**src/rtl/rv32_multicycle_lsu_if.sv**
```systemverilog
// Bundles the core-side request/response and memory-side transaction
// signals of the load/store unit.
//   slave  : the LSU (takes requests and read data, drives responses and memory requests)
//   master : the environment (core FSM plus memory)
//   req_*  : core request channel       resp_* : completion pulse, data, error
//   mem_*  : word-aligned memory transaction with byte strobes and ack
interface rv32_multicycle_lsu_if #(
  parameter int unsigned XLEN = 32
);
  logic              req_valid;
  logic              req_ready;
  logic              req_write;
  logic [2:0]        req_funct3;
  logic [XLEN-1:0]   req_addr;
  logic [XLEN-1:0]   req_wr_data;
  logic              resp_valid;
  logic [XLEN-1:0]   resp_data;
  logic              resp_error;
  logic              mem_req;
  logic [XLEN-1:0]   mem_addr;
  logic              mem_wr_ena;
  logic [XLEN-1:0]   mem_wr_data;
  logic [XLEN/8-1:0] mem_wr_strb;
  logic              mem_ack;
  logic [XLEN-1:0]   mem_rd_data;

  modport slave (
    input  req_valid, req_write, req_funct3, req_addr, req_wr_data, mem_ack, mem_rd_data,
    output req_ready, resp_valid, resp_data, resp_error,
           mem_req, mem_addr, mem_wr_ena, mem_wr_data, mem_wr_strb
  );

  modport master (
    output req_valid, req_write, req_funct3, req_addr, req_wr_data, mem_ack, mem_rd_data,
    input  req_ready, resp_valid, resp_data, resp_error,
           mem_req, mem_addr, mem_wr_ena, mem_wr_data, mem_wr_strb
  );
endinterface

```
**src/rtl/rv32_multicycle_lsu.sv**
```systemverilog
// Load/store unit between the multicycle core FSM and a variable-latency
// memory. Decodes RISC-V funct3 size/sign, runs req/ack transactions with
// byte strobes, splits word-crossing accesses into two aligned words and
// aligns/extends load data. A missing ack aborts with an error.
// Ports:
//   clk  : rising-edge clock
//   rst  : asynchronous active-high reset
//   ena  : 0 freezes FSM, timeout counter and outputs
//   bus  : request/response and memory channels (slave side)
module rv32_multicycle_lsu #(
  parameter int unsigned XLEN             = 32,
  parameter bit          SPLIT_MISALIGNED = 1'b1,
  parameter int unsigned TIMEOUT_CYCLES   = 16
) (
  input  logic                 clk,
  input  logic                 rst,
  input  logic                 ena,
  rv32_multicycle_lsu_if.slave bus
);
  localparam int unsigned W  = XLEN / 8;
  localparam int unsigned OW = $clog2(W);

  typedef enum logic [2:0] {S_IDLE, S_ACC0, S_ACC1, S_RESP, S_ERR} state_t;

  function automatic logic f3_ok(input logic [2:0] f);
    case (f)
      3'b000, 3'b001, 3'b010, 3'b100, 3'b101: f3_ok = 1'b1;
      3'b011, 3'b110:                         f3_ok = (XLEN == 64);
      default:                                f3_ok = 1'b0;
    endcase
  endfunction

  function automatic logic crosses(input logic [OW-1:0] off, input logic [1:0] sz);
    crosses = (32'(off) + (32'd1 << sz)) > W;
  endfunction

  state_t          r_state, w_next;
  logic            r_write;
  logic [2:0]      r_f3;
  logic [XLEN-1:0] r_addr, r_wr_data, r_lo, r_hi;
  logic            r_mem_req;
  logic [31:0]     r_tmo;

  logic [OW-1:0]     w_off;
  logic [1:0]        w_sz;
  logic              w_cross, w_ack, w_tmo;
  logic [XLEN-1:0]   w_word, w_sh, w_msk, w_ld;
  logic              w_sb;
  logic [2*W-1:0]    w_mask2;
  logic [2*XLEN-1:0] w_wd2;

  assign w_off   = r_addr[OW-1:0];
  assign w_sz    = r_f3[1:0];
  assign w_cross = crosses(w_off, w_sz);
  assign w_word  = {r_addr[XLEN-1:OW], {OW{1'b0}}};
  assign w_ack   = r_mem_req & bus.mem_ack;
  assign w_tmo   = (TIMEOUT_CYCLES != 0) && r_mem_req && !bus.mem_ack &&
                   (r_tmo == TIMEOUT_CYCLES - 1);

  // Byte mask and store data shifted across a double word: the low half
  // feeds the first transaction, the high half the second.
  always_comb begin
    w_mask2 = '0;
    for (int unsigned i = 0; i < 2 * W; i++)
      w_mask2[i] = (i >= 32'(w_off)) && (i < 32'(w_off) + (32'd1 << w_sz));
    w_wd2 = {{XLEN{1'b0}}, r_wr_data} << {w_off, 3'b000};
    w_sh  = XLEN'({r_hi, r_lo} >> {w_off, 3'b000});
    w_msk = '0;
    w_sb  = 1'b0;
    for (int unsigned i = 0; i < XLEN; i++) begin
      w_msk[i] = (i < (32'd8 << w_sz));
      if (i == (32'd8 << w_sz) - 32'd1) w_sb = w_sh[i];
    end
    w_ld = (w_sh & w_msk) | ((!r_f3[2] && w_sb) ? ~w_msk : '0);
  end

  always_comb begin
    w_next          = r_state;
    bus.req_ready   = 1'b0;
    bus.resp_valid  = 1'b0;
    bus.resp_error  = 1'b0;
    bus.resp_data   = '0;
    bus.mem_addr    = '0;
    bus.mem_wr_data = '0;
    bus.mem_wr_strb = '0;
    case (r_state)
      S_IDLE: begin
        bus.req_ready = ena & ~rst;
        if (bus.req_valid) begin
          if (!f3_ok(bus.req_funct3) ||
              (!SPLIT_MISALIGNED && crosses(bus.req_addr[OW-1:0], bus.req_funct3[1:0])))
            w_next = S_ERR;
          else
            w_next = S_ACC0;
        end
      end
      S_ACC0: begin
        bus.mem_addr = w_word;
        if (r_write) begin
          bus.mem_wr_data = w_wd2[XLEN-1:0];
          bus.mem_wr_strb = w_mask2[W-1:0];
        end
        if (w_ack)      w_next = w_cross ? S_ACC1 : S_RESP;
        else if (w_tmo) w_next = S_ERR;
      end
      S_ACC1: begin
        bus.mem_addr = w_word + XLEN'(W);
        if (r_write) begin
          bus.mem_wr_data = w_wd2[2*XLEN-1:XLEN];
          bus.mem_wr_strb = w_mask2[2*W-1:W];
        end
        if (w_ack)      w_next = S_RESP;
        else if (w_tmo) w_next = S_ERR;
      end
      S_RESP: begin
        bus.resp_valid = 1'b1;
        if (!r_write) bus.resp_data = w_ld;
        w_next = S_IDLE;
      end
      S_ERR: begin
        bus.resp_valid = 1'b1;
        bus.resp_error = 1'b1;
        w_next         = S_IDLE;
      end
      default: w_next = S_IDLE;
    endcase
  end

  assign bus.mem_req    = r_mem_req;
  assign bus.mem_wr_ena = r_mem_req & r_write;

  // mem_req is a register so it falls on the ack edge; ACC1 raises it
  // again one cycle later, giving the mandatory idle cycle between halves.
  always_ff @(posedge clk or posedge rst) begin
    if (rst) begin
      r_state   <= S_IDLE;
      r_write   <= 1'b0;
      r_f3      <= '0;
      r_addr    <= '0;
      r_wr_data <= '0;
      r_lo      <= '0;
      r_hi      <= '0;
      r_mem_req <= 1'b0;
      r_tmo     <= '0;
    end else if (ena) begin
      r_state <= w_next;
      case (r_state)
        S_IDLE: if (bus.req_valid) begin
          r_write   <= bus.req_write;
          r_f3      <= bus.req_funct3;
          r_addr    <= bus.req_addr;
          r_wr_data <= bus.req_wr_data;
          r_tmo     <= '0;
          r_mem_req <= (w_next == S_ACC0);
        end
        S_ACC0, S_ACC1: begin
          if (w_ack) begin
            if (r_state == S_ACC0) r_lo <= bus.mem_rd_data;
            else                   r_hi <= bus.mem_rd_data;
            r_mem_req <= 1'b0;
            r_tmo     <= '0;
          end else if (w_tmo) begin
            r_mem_req <= 1'b0;
          end else if (!r_mem_req) begin
            r_mem_req <= 1'b1;
          end else begin
            r_tmo <= r_tmo + 32'd1;
          end
        end
        default: ;
      endcase
    end
  end
endmodule

```
**src/flat_wrapper.sv**
```systemverilog
// flat-port wrapper written by rule: the top's interface ports become plain ports
module rv32_multicycle_lsu_flat 
#(
  parameter int unsigned XLEN             = 32,
  parameter bit          SPLIT_MISALIGNED = 1'b1,
  parameter int unsigned TIMEOUT_CYCLES   = 16
)
  (clk, rst, ena, bus_req_valid, bus_req_write, bus_req_funct3, bus_req_addr, bus_req_wr_data, bus_mem_ack, bus_mem_rd_data, bus_req_ready, bus_resp_valid, bus_resp_data, bus_resp_error, bus_mem_req, bus_mem_addr, bus_mem_wr_ena, bus_mem_wr_data, bus_mem_wr_strb);
  rv32_multicycle_lsu_if #(.XLEN(XLEN)) bus_i ();
  input  logic clk;
  input  logic rst;
  input  logic ena;
  input wire logic [$bits(bus_i.req_valid)-1:0] bus_req_valid;
  input wire logic [$bits(bus_i.req_write)-1:0] bus_req_write;
  input wire logic [$bits(bus_i.req_funct3)-1:0] bus_req_funct3;
  input wire logic [$bits(bus_i.req_addr)-1:0] bus_req_addr;
  input wire logic [$bits(bus_i.req_wr_data)-1:0] bus_req_wr_data;
  input wire logic [$bits(bus_i.mem_ack)-1:0] bus_mem_ack;
  input wire logic [$bits(bus_i.mem_rd_data)-1:0] bus_mem_rd_data;
  output wire logic [$bits(bus_i.req_ready)-1:0] bus_req_ready;
  output wire logic [$bits(bus_i.resp_valid)-1:0] bus_resp_valid;
  output wire logic [$bits(bus_i.resp_data)-1:0] bus_resp_data;
  output wire logic [$bits(bus_i.resp_error)-1:0] bus_resp_error;
  output wire logic [$bits(bus_i.mem_req)-1:0] bus_mem_req;
  output wire logic [$bits(bus_i.mem_addr)-1:0] bus_mem_addr;
  output wire logic [$bits(bus_i.mem_wr_ena)-1:0] bus_mem_wr_ena;
  output wire logic [$bits(bus_i.mem_wr_data)-1:0] bus_mem_wr_data;
  output wire logic [$bits(bus_i.mem_wr_strb)-1:0] bus_mem_wr_strb;
  assign bus_i.req_valid = bus_req_valid;
  assign bus_i.req_write = bus_req_write;
  assign bus_i.req_funct3 = bus_req_funct3;
  assign bus_i.req_addr = bus_req_addr;
  assign bus_i.req_wr_data = bus_req_wr_data;
  assign bus_i.mem_ack = bus_mem_ack;
  assign bus_i.mem_rd_data = bus_mem_rd_data;
  assign bus_req_ready = bus_i.req_ready;
  assign bus_resp_valid = bus_i.resp_valid;
  assign bus_resp_data = bus_i.resp_data;
  assign bus_resp_error = bus_i.resp_error;
  assign bus_mem_req = bus_i.mem_req;
  assign bus_mem_addr = bus_i.mem_addr;
  assign bus_mem_wr_ena = bus_i.mem_wr_ena;
  assign bus_mem_wr_data = bus_i.mem_wr_data;
  assign bus_mem_wr_strb = bus_i.mem_wr_strb;
  rv32_multicycle_lsu #(.XLEN(XLEN), .SPLIT_MISALIGNED(SPLIT_MISALIGNED), .TIMEOUT_CYCLES(TIMEOUT_CYCLES)) u_core (.clk(clk), .rst(rst), .ena(ena), .bus(bus_i));
endmodule
```
**config.mk**
```make
export PLATFORM = sky130hd
export DESIGN_NAME = rv32_multicycle_lsu_flat
export DESIGN_NICKNAME = d
export VERILOG_FILES = /design/src/rtl/rv32_multicycle_lsu_if.sv /design/src/rtl/rv32_multicycle_lsu.sv /design/src/flat_wrapper.sv
export SDC_FILE = /design/constraint.sdc
export NUM_CORES = 1
export LEC_CHECK = 0
export BUFFER_PORTS_ARGS = -buffer_cell sky130_fd_sc_hd__clkbuf_2
export CORE_MARGIN = 2
export CORE_UTILIZATION = 50
export CTS_BUF_LIST = sky130_fd_sc_hd__clkbuf_16
export CTS_CLUSTER_SIZE = 20
export DETAILED_ROUTE_END_ITERATION = 8
export GPL_ROUTABILITY_DRIVEN = 0
export PLACE_DENSITY = 0.8
export SYNTH_ARGS = -nofsm -noshare
export SYNTH_HDL_FRONTEND = slang
export SYNTH_SLANG_ARGS = --single-unit
export TNS_END_PERCENT = 10
```
**constraint.sdc**
```tcl
create_clock -name clk -period 5.5 [get_ports clk]
set_input_delay 0.275 -clock clk [delete_from_list [all_inputs] [get_ports clk]]
set_output_delay 0.275 -clock clk [all_outputs]
set_load 0.01 [all_outputs]
```
After elaboration in Yosys (flattened, before gate mapping) --
Cells that the tools add are included. W data, S select, Z words.
Operators by class: multiplexer cells 64, bitwise gates (word level) 8, equal/unequal tests 44, order comparisons 44, add/sub/neg operators 4, reduce and logical (&&, ||, !) cells 20, shifts and indexed selects 4
Operators with widths (number):
- $eq A5 B32 Y1 const A | 16
- $lt A5 B32 Y1 const A | 16
- $mux W32 | 9
- $eq A4 B32 Y1 const A | 8
- $lt A3 B32 Y1 const A | 8
- $lt A4 B32 Y1 const A | 8
- $pmux W32 S2 | 3
- $eq A3 B32 Y1 const A | 4
- $lt A1 B32 Y1 const A | 4
- $lt A2 B32 Y1 const A | 4
- $eq A2 B32 Y1 const A | 2
- $shl A32 B5 Y64 | 1
- $shr A64 B5 Y32 | 1
- $mux W1 | 42
- $add A2 B32 Y32 | 1
- $add A32 B1 Y32 const B | 1
- $add A32 B3 Y32 const B | 1
- $and A32 B32 Y32 | 1
- $eq A1 B32 Y1 const A | 1
- $eq A32 B4 Y1 const B | 1
- $gt A32 B3 Y1 const B | 1
- $logic_not A32 Y1 | 1
- $not A32 Y32 | 1
- $or A32 B32 Y32 | 1
- other kinds (27) | 52
Word-level totals: input bits 105, bits in registers 168, word-level logic and storage cells 197

Depth between registers and ports, before layout --
Gate-level depths: netlist (run 1).
depth in word-level cells 40, mapped depth 9, depth with buffers taken out 8

Worst setup path before layout (run 1) --
No wires, ideal clock.
path type input to output, start point in rst, end point out bus_req_ready, path slack 1.073 ns, data arrival time 4.152 ns, path buffers 0, data required time 5.225 ns, stages 2, cell sequence inv_1 and3_1
Between the ends: cells in the longest elaborated chain, start to end 3
Ends and longest elaborated chain:
- from (decl) | line flat_wrapper.sv:11 | input logic rst;
- $not A1 Y1 | line rv32_multicycle_lsu.sv:88 | bus.req_ready = ena & ~rst;
- $and A1 B1 Y1 | line rv32_multicycle_lsu.sv:88
- $mux W1 | line rv32_multicycle_lsu.sv:86 | case (r_state)
- to (decl) | line flat_wrapper.sv:20 | output wire logic [$bits(bus_i.req_ready)-1:0] bus_req_ready;
Every way passes these cells.

Worst setup path after layout (run 1) --
start point reg u_core.r_f3[1], end point out bus_mem_wr_strb[1]
Between the ends: cells in the longest elaborated chain, start to end 6, elaborated cells between the ends (all ways) 8, classes of those cells add/sub (1); order compare (2); shift (1); mux (3); reduce/logical (1)
Ends and longest elaborated chain:
- from (decl) | line rv32_multicycle_lsu.sv:39 | logic [2:0] r_f3;
- from (signal assigned) | line rv32_multicycle_lsu.sv:150 | r_f3 <= bus.req_funct3;
- $shl A1 B2 Y32 * | line rv32_multicycle_lsu.sv:65 | w_mask2[i] = (i >= 32'(w_off)) && (i < 32'(w_off) + (32'd1 << w_sz));
- $add A2 B32 Y32 * | line rv32_multicycle_lsu.sv:65
- $lt A1 B32 Y1 | line rv32_multicycle_lsu.sv:65
- $logic_and A1 B1 Y1 | line rv32_multicycle_lsu.sv:65
- $mux W4 | line rv32_multicycle_lsu.sv:99 | if (r_write) begin
- $pmux W4 S2 * | line rv32_multicycle_lsu.sv:86
- to (decl) | line flat_wrapper.sv:28 | output wire logic [$bits(bus_i.mem_wr_strb)-1:0] bus_mem_wr_strb;
Mark *: on every way between the ends. The rest lies on a longest branch, timed or not.

==> flow_metrics.py, run 1 <==
metrics = {
    "clock_tree": {
        "cts-buffers-inserted": 17,
        "postCtsSetupRepairBufs": 0,
        "clk_path_buf_depth": 2,
        "cts_hold_buf": 0,
        "htreeDepth": 4,
        "clkTransAtPathRegs_ns": 0.07,
        "clock_latency_ns": 0.44,
        "cts_tree": "built",
        "cts_resized": 0,
        "cts_sinks": 160,
        "cts_root_buf": "clkbuf_16",
    },
    "worst_setup_path": {
        "arrival_ns": 3.43,
        "crit_path_max_fanout": 22,
        "path_class": "register to primary output",
        "startpoint_type": "register",
        "crit_required_ns": 5.22,
        "endpoint_kind": "primary output",
    },
    "timing": {
        "holdWs_ns": 0.00298,
        "fmax_mhz": 270,
        "slew_violations": 0,
        "clock_skew_ns": 0.00862,
        "worst_pin_slew_ns": 1.23,
        "rsz0062_at_grt": "no",
        "relSlewSlack": 0.176,
        "post-route-period-util": 0.673,
        "finalSetupViolations": 0,
        "setup_tns_ns": 0,
        "finalCriticalPeriod_ns": 3.70,
        "finalHoldViolCount": 0,
    },
    "logic_synthesis": {
        "yosysWarnings": 0,
        "yosysSeqAreaShare": 0.406,
        "synth_flop_cell": "dfrtp_1",
        "synth_cell_types": 61,
        "ys_ff_latch": 160,
        "avgSynthCellArea_um2": 10.4,
        "synth_cells": 947,
        "synth_edf_count": 0,
        "synth.area.mux_share": 0.257,
        "synth_area_leaders": "dfrtp_1, mux2_2, mux4_2, mux2i_1, a21oi_1",
        "synth_area_um2": 9860,
        "synthAdderAreaFrac": 0.00914,
        "synth_top_family_by_area": "multiplexers",
        "yosys.area.top_type_share": 0.406,
        "yosys.area_share.simple": 0.157,
        "yosys.area.top_type": "dfrtp_1",
        "synth-compound-area-share": 0.119,
        "async_reset_ff_frac": 1.00,
        "synth_xor_area_frac": 0.0107,
    },
    "final_layout": {
        "synthToLayoutAreaGrowth_pct": 18.1,
        "nNetsFinal": 1227,
        "layout-drive-gt1-share": 0.370,
    },
    "die": {
        "std_cell_rows": 51,
        "start_util": 0.508,
        "die_w_um": 144,
        "die_area_um2": 20900,
        "io_pins": 210,
        "core_um2": 19400,
        "die_h_um": 144,
    },
    "power_and_ir_drop": {
        "p_int_uw": 3830,
        "power_density_nw_per_um2": 572,
        "clkPwrFrac": 0.181,
        "seqPwrFrac": 0.350,
        "switchingPower_uw": 2830,
        "switching_share": 0.425,
        "irDropWorstVdd_uv": 301,
        "p_comb_frac": 0.469,
        "p_leak_uw": 0.00519,
    },
    "routing": {
        "totalWireLength_um": 27500,
        "viasPerCell": 6.17,
        "drt_first_pass_iters": 5,
        "drtIter0Drc": 917,
        "vias": 8609,
        "drc_errors": 0,
        "wl_per_cell_um": 19.7,
        "ant_nets": 0,
    },
    "global_route": {
        "grt_pass1_wl_um": 43700,
        "overflow": 0,
        "antenna_found_initial": 1,
        "grt_pass1_vias": 8189,
        "grt_max_degree": 101,
        "grt_usage": 0.267,
    },
    "job": {
        "timing.max_cap.violations": 0,
    },
    "placement": {
        "port_buffers": 207,
        "dpl.hpwl_um": 18900,
    },
    "hold_path": {
        "hp-class": "input pin to async pin",
    },
    "run_status": {
        "outcome": "complete, no violations",
    },
}
path summary, 6_finish.rpt:
| kind | depth (start not counted) | to | slack, ns | start |
|---|---|---|---|---|
| setup / recovery | 8 | bus_mem_wr_strb[1] | 1.80 | u_core.r_f3[1] |
| hold / removal | 2 | u_core.r_tmo[21] | 0.003 | rst |
| setup reg to reg | 8 | u_core.r_state[0] | 2.44 | u_core.r_f3[1] |
| hold reg to reg | 1 | u_core.r_tmo[30] | 0.50 | u_core.r_tmo[30] |
| max in group asynchronous | 3 | u_core.r_wr_data[0] | 4.14 | rst |
| min in group clk | 2 | u_core.r_lo[28] | 0.06 | bus_mem_rd_data[28] |
cell families after synthesis:
family,after synthesis
AND/OR/NAND/NOR,288
other,1
XOR/XNOR,12
AO/OA/AOI/OAI,185
multiplexers,198
adder cells (fa/ha/maj),7
flip-flops,160
buffers and inverters,96
stage by stage:
| step | total power, uW | instances | utilization | setup WS, ns | area (um^2) |
|---|---|---|---|---|---|
| 2_1_floorplan | 4470 | 948 | - | 0.893 | 9860 |
| 3_3_place_gp | 5290 | 1363 | 0.570 | 2.38 | 11100 |
| 3_5_place_dp | 5410 | 1363 | 0.570 | 2.27 | 11100 |
| 4_1_cts | 6650 | 1395 | 0.600 | 1.78 | 11600 |
| 5_1_grt | 7090 | 1396 | 0.600 | 1.55 | 11600 |
| 6_report | 6660 | 1396 | 0.600 | 1.80 | 11600 |
layout by cell type (no fill, tap or decap), drive strengths merged, types with 4 or more instances in the layout:
cell,instances
nand4,21
o2bb2ai,8
nand3,31
o21a,4
nor2,52
inv,40
mux2,124
nand2b,11
a211oi,13
or3,10
buf,10
or4,22
o22ai,10
o31ai,12
a31oi,7
nand2,65
and2,17
dfrtp,160
nor3,10
and3,10
ha,4
mux2i,42
nor2b,10
a21o,4
clkbuf,224
xor2,4
xnor2,8
mux4,32
o311ai,4
and4,11
nor4,10
o21ai,44
o211ai,10
a21oi,51
layout make-up:
class	instances	area [um^2]
diodes	1	2.50
clock buffers	17	425
clock inverters	15	161
fillers	1596	7760
inverters	29	114
multi-input cells	692	5490
flip-flops and latches	160	4010
well taps	265	332
repair buffers	217	1110
critical path, stage by stage (launching register included):
cell,delay [ns]
dfrtp_1,0.66
nor2_1,0.65
ha_1,0.29
inv_1,0.08
fa_1,0.37
xnor2_1,0.21
maj3_1,0.36
a22oi_1,0.18
clkbuf_2,0.19
power by group through the flow:
stage          Combinational, uW  Sequential, uW  Clock, uW
3_5_place_dp                3090            2320          0
5_1_grt                     3410            2410       1280
2_1_floorplan               2450            2010          0
3_3_place_gp                3010            2280          0
6_report                    3120            2330       1210
4_1_cts                     3120            2310       1230
Yosys cell counts (9+ instances only):
cell type and n:
a211oi_1 13, nand2_1 65, nor3_1 9, nand2b_1 11, mux2i_1 42, buf_1 13
and3_1 10, or3_1 10, o31ai_1 12, and2_1 17, nand3_1 31, and4_1 11
dfrtp_1 160, o211ai_1 10, a21oi_1 51, nor2_1 52, o21ai_0 40, o22ai_1 10
nor4_1 10, mux4_2 32, or4_1 21, nor2b_1 10, nand4_1 21, inv_1 29
buf_2 9, clkbuf_1 41, mux2_2 124
registers in the layout (all words and copies together) (netlist names):
name and cells:
u_core.r_state 3, u_core.r_tmo 32, u_core.r_addr 32, u_core.r_wr_data 32
u_core.r_f3 3, u_core.r_lo 32, u_core.r_write 1, u_core.bus.mem_req 1
u_core.r_hi 24
per-layer routing:
| layer | share of wire | routed length (um) | track usage | vias to the layer above |
|---|---|---|---|---|
| met5 | 0 | 0 | 0 | - |
| met4 | 0.023 | 639 | 0.0869 | 0 |
| met3 | 0.072 | 1990 | 0.0583 | 48 |
| met2 | 0.48 | 13300 | 0.421 | 388 |
| met1 | 0.42 | 11600 | 0.370 | 4261 |
| li1 | - | - | - | 3912 |
Note: power is estimated with default switching activity, not from simulation.
==> run 2: changes to the inputs <==
PLACE_DENSITY = 0.83   (was 0.8)
clock period = 3.2 ns   (was 5.5 ns; I/O delays follow)
==> run 2 against run 1 <==
  * The run now ends with hold timing left
  * Routed wire length grew 8.6%
  * Design area is 9.6% higher
  * Non-clock buffer count is 110 higher
  * Die area stayed put
  * Setup slack got worse by 1.6 ns
  * Clock power is 70% higher
  * Largest power group unchanged
==> flow_metrics.py, run 2 (same netlist as run 1, synthesis figures left out) <==
metrics = {
    "timing": {
        "slew_violations": 0,
        "relSlewSlack": 0.340,
        "holdWs_ns": -0.0877,
        "finalCriticalPeriod_ns": 2.98,
        "finalSetupViolations": 0,
        "clock_skew_ns": 0.0126,
        "rsz0062_at_grt": "no",
        "worst_pin_slew_ns": 0.990,
        "finalHoldViolCount": 22,
        "fmax_mhz": 336,
        "post-route-period-util": 0.930,
    },
    "clock_tree": {
        "cts_sinks": 160,
        "clock_latency_ns": 0.44,
        "postCtsSetupRepairBufs": 0,
        "htreeDepth": 4,
        "cts_root_buf": "clkbuf_16",
        "clkTransAtPathRegs_ns": 0.08,
        "cts-buffers-inserted": 17,
        "cts_tree": "built",
        "cts_hold_buf": 98,
        "clk_path_buf_depth": 2,
        "cts_resized": 0,
    },
    "die": {
        "core_um2": 19400,
        "die_w_um": 144,
        "start_util": 0.508,
        "io_pins": 210,
        "die_h_um": 144,
        "die_area_um2": 20900,
        "std_cell_rows": 51,
    },
    "global_route": {
        "grt_pass1_wl_um": 47300,
        "antenna_found_initial": 0,
        "grt_usage": 0.290,
        "grt_pass1_vias": 9129,
        "overflow": 0,
        "grt_max_degree": 161,
    },
    "hold_path": {
        "hp-class": "input pin to async pin",
    },
    "final_layout": {
        "layout-drive-gt1-share": 0.347,
        "final_area_um2": 12800,
        "synthToLayoutAreaGrowth_pct": 29.4,
        "final_common_cell": "clkbuf_2",
        "final_cell_mix": "clkbuf_2, dfrtp_1, mux2_2",
        "nFillCells": 1461,
        "n_antenna_cell": 0,
        "nNetsFinal": 1337,
    },
    "routing": {
        "drt_first_pass_iters": 5,
        "drtIter0Drc": 876,
        "vias": 9283,
        "top_layer_used": "met4",
        "wl_per_cell_um": 19.9,
        "ant_nets": 0,
        "wl_met3_um": 2300,
        "m1WireLength_um": 11500,
        "viasPerCell": 6.17,
        "met2WireLength_um": 14900,
        "totalWireLength_um": 29900,
        "drc_errors": 0,
    },
    "run_status": {
        "outcome": "finished with violations",
        "violations": "hold timing",
    },
    "worst_setup_path": {
        "startpoint_type": "register",
        "r2r_slack_ns": 0.65,
        "path_class": "register to primary output",
        "arrival_ns": 2.82,
        "crit_chain": "and4_1, and3_1, nand4_1, o311ai_0, o41ai_1, clkbuf_2",
        "max_stage_delay_ns": 0.48,
        "crit_path_max_fanout": 9,
        "r2r-start": "u_core.r_tmo[27]",
        "endpoint_kind": "primary output",
        "cp_slowest_cell": "o311ai_0",
        "crit_start": "u_core.r_addr[7]",
        "timing.rr.end": "u_core.r_tmo[4]",
        "r2r_cells": 5,
        "crit_required_ns": 3.04,
    },
    "job": {
        "timing.max_cap.violations": 0,
    },
    "placement": {
        "port_buffers": 207,
        "placed_area_um2": 11200,
        "dpl.hpwl_um": 19300,
    },
    "power_and_ir_drop": {
        "power_uw": 11700,
        "irDropWorstVdd_uv": 585,
        "power_density_nw_per_um2": 921,
        "p_leak_uw": 0.00568,
    },
}
run 2: cell types whose count changed in the layout (fill, tap and decap cells not counted), moves of 2 or more:
| cell | change |
|---|---|
| dlygate4sd3_1 | +98 |
| buf_4 | +10 |
| clkinv_8 | +5 |
| inv_6 | -5 |
| buf_12 | +2 |
| clkinv_4 | +2 |
| clkinvlp_4 | -2 |
run 2: cell type report:
cell class | count | area, um^2 | share of cell area
Clock buffer | 17 | 425 | 0.0333
Inverter | 29 | 113 | 0.00883
Sequential cell | 160 | 4010 | 0.314
Clock inverter | 15 | 184 | 0.0144
Multi-Input combinational cell | 692 | 5490 | 0.430
Timing Repair Buffer | 327 | 2210 | 0.173
Tap cell | 265 | 332 | 0.0260
run 2: per-stage QoR:
stage	utilization	instances	setup WS [ns]	hold WS, ns	TNS (ns)
floorplan	-	948	-0.0688	0.311	-0.0688
global placement	0.576	1375	0.771	0.392	0
finish	0.658	1505	0.223	-0.0877	0
global route	0.658	1505	0.0821	0.00741	0
CTS	0.658	1505	0.260	0.00204	0
detailed placement	0.576	1375	0.711	0.396	0
run 2: metal layers:
metal  GRT usage  up-vias
met5           0        -
met4       0.134        0
met3      0.0560      109
met2       0.481      506
met1       0.370     4542
li1            -     4126
run 2: report_power, final:
group          internal [uW]  switching, uW  total (uW)
Combinational           2750           3000        5750
Clock                   1060           1000        2060
Sequential              2860           1070        3930
Total                   6680           5070       11700
run 2: worst max path at each step:
stage,to,slack [ns],cells after the start
2_1_floorplan,bus_req_ready,-0.07,2
3_3_place_gp,u_core.r_tmo[4],0.77,5
3_5_place_dp,u_core.r_tmo[4],0.71,5
4_1_cts,bus_mem_wr_strb[2],0.26,8
5_1_grt,bus_mem_addr[24],0.08,6
6_report,bus_mem_addr[29],0.22,6
run 2: worst max-delay path: cells and delay by family (launching register included):
| family | cells | cell delay, ns |
|---|---|---|
| buffers and inverters | 1 | 0.17 |
| AO/OA/AOI/OAI | 2 | 0.68 |
| flip-flops | 1 | 0.46 |
| AND/OR/NAND/NOR | 3 | 1.07 |
==> run 3: changes to the inputs <==
==> constraint.sdc (replaced) <==
create_clock -name clk -period 3.2 [get_ports clk]
set_input_delay 0.64 -clock clk [delete_from_list [all_inputs] [get_ports clk]]
set_output_delay 0.64 -clock clk [all_outputs]
set_load 0.01 [all_outputs]
==> run 3 against run 2 <==
  * The run now ends clean
  * First-iteration DRC count down 1.6%
  * Via count down 5.5%
  * Design area down 6.0%
  * Routed wire length down 7.8%
  * Sequential power down 1%
  * Power up 0.84%
  * Sequential share of layout area up 2.0 points
==> flow_metrics.py, run 3 (same netlist as run 1, synthesis figures left out) <==
metrics = {
    "final_layout": {
        "nNetsFinal": 1251,
        "finalNonFillerCells": 1419,
        "layout-drive-gt1-share": 0.399,
        "final_area_um2": 12000,
        "final_common_cell": "clkbuf_2",
        "final_cell_mix": "clkbuf_2, dfrtp_1, mux2_2",
        "fin_util": 0.618,
        "n_antenna_cell": 0,
        "synthToLayoutAreaGrowth_pct": 21.7,
    },
    "global_route": {
        "met3_usage": 0.0460,
        "gr-usage-met2": 0.419,
        "grt_pass1_wl_um": 42900,
        "top_usage_layer": "met2",
        "grt_max_degree": 161,
        "overflow": 0,
        "antenna_found_initial": 0,
        "grt_pass1_vias": 8159,
        "met1_usage": 0.361,
        "grt_usage": 0.263,
    },
    "worst_setup_path": {
        "crit_required_ns": 2.56,
        "crit_path_max_fanout": 5,
        "startpoint_type": "register",
        "endpoint_kind": "primary output",
        "path_class": "register to primary output",
        "arrival_ns": 2.51,
    },
    "clock_tree": {
        "clk_path_buf_depth": 2,
        "cts_hold_buf": 0,
        "clock_latency_ns": 0.44,
        "htreeDepth": 4,
        "cts_sinks": 160,
        "cts_tree": "built",
        "cts_root_buf": "clkbuf_16",
        "clkTransAtPathRegs_ns": 0.08,
        "cts-buffers-inserted": 17,
    },
    "routing": {
        "drc_errors": 0,
        "vias": 8777,
        "ant_nets": 0,
        "viasPerCell": 6.19,
        "totalWireLength_um": 27500,
        "drt_first_pass_iters": 5,
        "wl_per_cell_um": 19.4,
        "drtIter0Drc": 862,
    },
    "timing": {
        "clock_skew_ns": 0.0156,
        "holdWs_ns": 0.422,
        "rsz0062_at_grt": "yes",
        "slew_violations": 0,
        "finalHoldViolCount": 0,
        "finalSetupViolations": 0,
        "worst_pin_slew_ns": 0.924,
        "fmax_mhz": 317,
        "post-route-period-util": 0.986,
        "finalCriticalPeriod_ns": 3.15,
        "setup_tns_ns": 0,
        "relSlewSlack": 0.384,
    },
    "placement": {
        "placed_area_um2": 11200,
        "dpl.hpwl_um": 18800,
        "port_buffers": 207,
        "place_inst": 1380,
    },
    "power_and_ir_drop": {
        "irDropWorstVdd_uv": 594,
        "power_density_nw_per_um2": 987,
        "p_leak_uw": 0.00536,
    },
    "hold_path": {
        "hp-class": "input pin to async pin",
    },
    "die": {
        "core_um2": 19400,
        "start_util": 0.508,
        "die_area_um2": 20900,
        "die_h_um": 144,
        "std_cell_rows": 51,
        "die_w_um": 144,
        "io_pins": 210,
    },
    "run_status": {
        "outcome": "complete, no violations",
    },
    "job": {
        "timing.max_cap.violations": 0,
    },
}
## run 3: worst max-delay path, stage by stage, from the launching register on
cell,delay [ns]
dfrtp_2,0.44
buf_4,0.17
nand2b_1,0.13
inv_1,0.06
ha_1,0.28
a211o_1,0.29
nand2_1,0.19
o21ai_0,0.12
a31o_2,0.26
clkbuf_2,0.15
## run 3: area by class of cell
type | instances | area (um^2)
timing repair buffer | 241 | 1380
clock buffer | 17 | 425
sequential | 160 | 4010
tap | 265 | 332
clock inverter | 15 | 201
multi-input combinational | 692 | 5540
fill | 1562 | 7400
inverter | 29 | 113
## run 3: where the power goes
part           internal [uW]  switching [uW]  leakage, uW
clock network           1090            1040     0.000304
logic                   2860            2980      0.00306
registers               2870            1010      0.00200
total                   6810            5040      0.00536
## run 3: timing repair
action,in CTS,in global routing
gates cloned,0,2
buffers inserted,3,2
gates resized for setup,6,22
setup endpoints to repair,14,44
pin swaps,1,2
## run 3: per-layer routing
metal / routed length (um) / vias to the layer above
li1: - / 3934
met1: 11100 / 4322
met2: 13400 / 454
met3: 2100 / 67
met4: 917 / 0
met5: 0 / -
## run 3: stage by stage
step	power [uW]	worst slack, ns
after floorplan	7680	-0.901
after global placement	9190	0.434
after detailed placement	9380	0.334
after CTS	11600	-0.0528
after global routing	12600	-0.0788
final	11800	0.0456
## run 3: worst paths after layout
path	depth (start not counted)	slack, ns	startpoint	end
setup / recovery	9	0.05	u_core.r_f3[0]	bus_mem_wr_strb[0]
hold / removal	3	0.42	rst	u_core.r_tmo[21]
setup reg to reg	5	0.61	u_core.r_tmo[25]	u_core.r_tmo[4]
hold reg to reg	1	0.51	u_core.r_tmo[30]	u_core.r_tmo[30]
max in group asynchronous	3	2.03	rst	u_core.r_addr[1]
min in group clk	2	0.43	bus_req_wr_data[10]	u_core.r_wr_data[10]
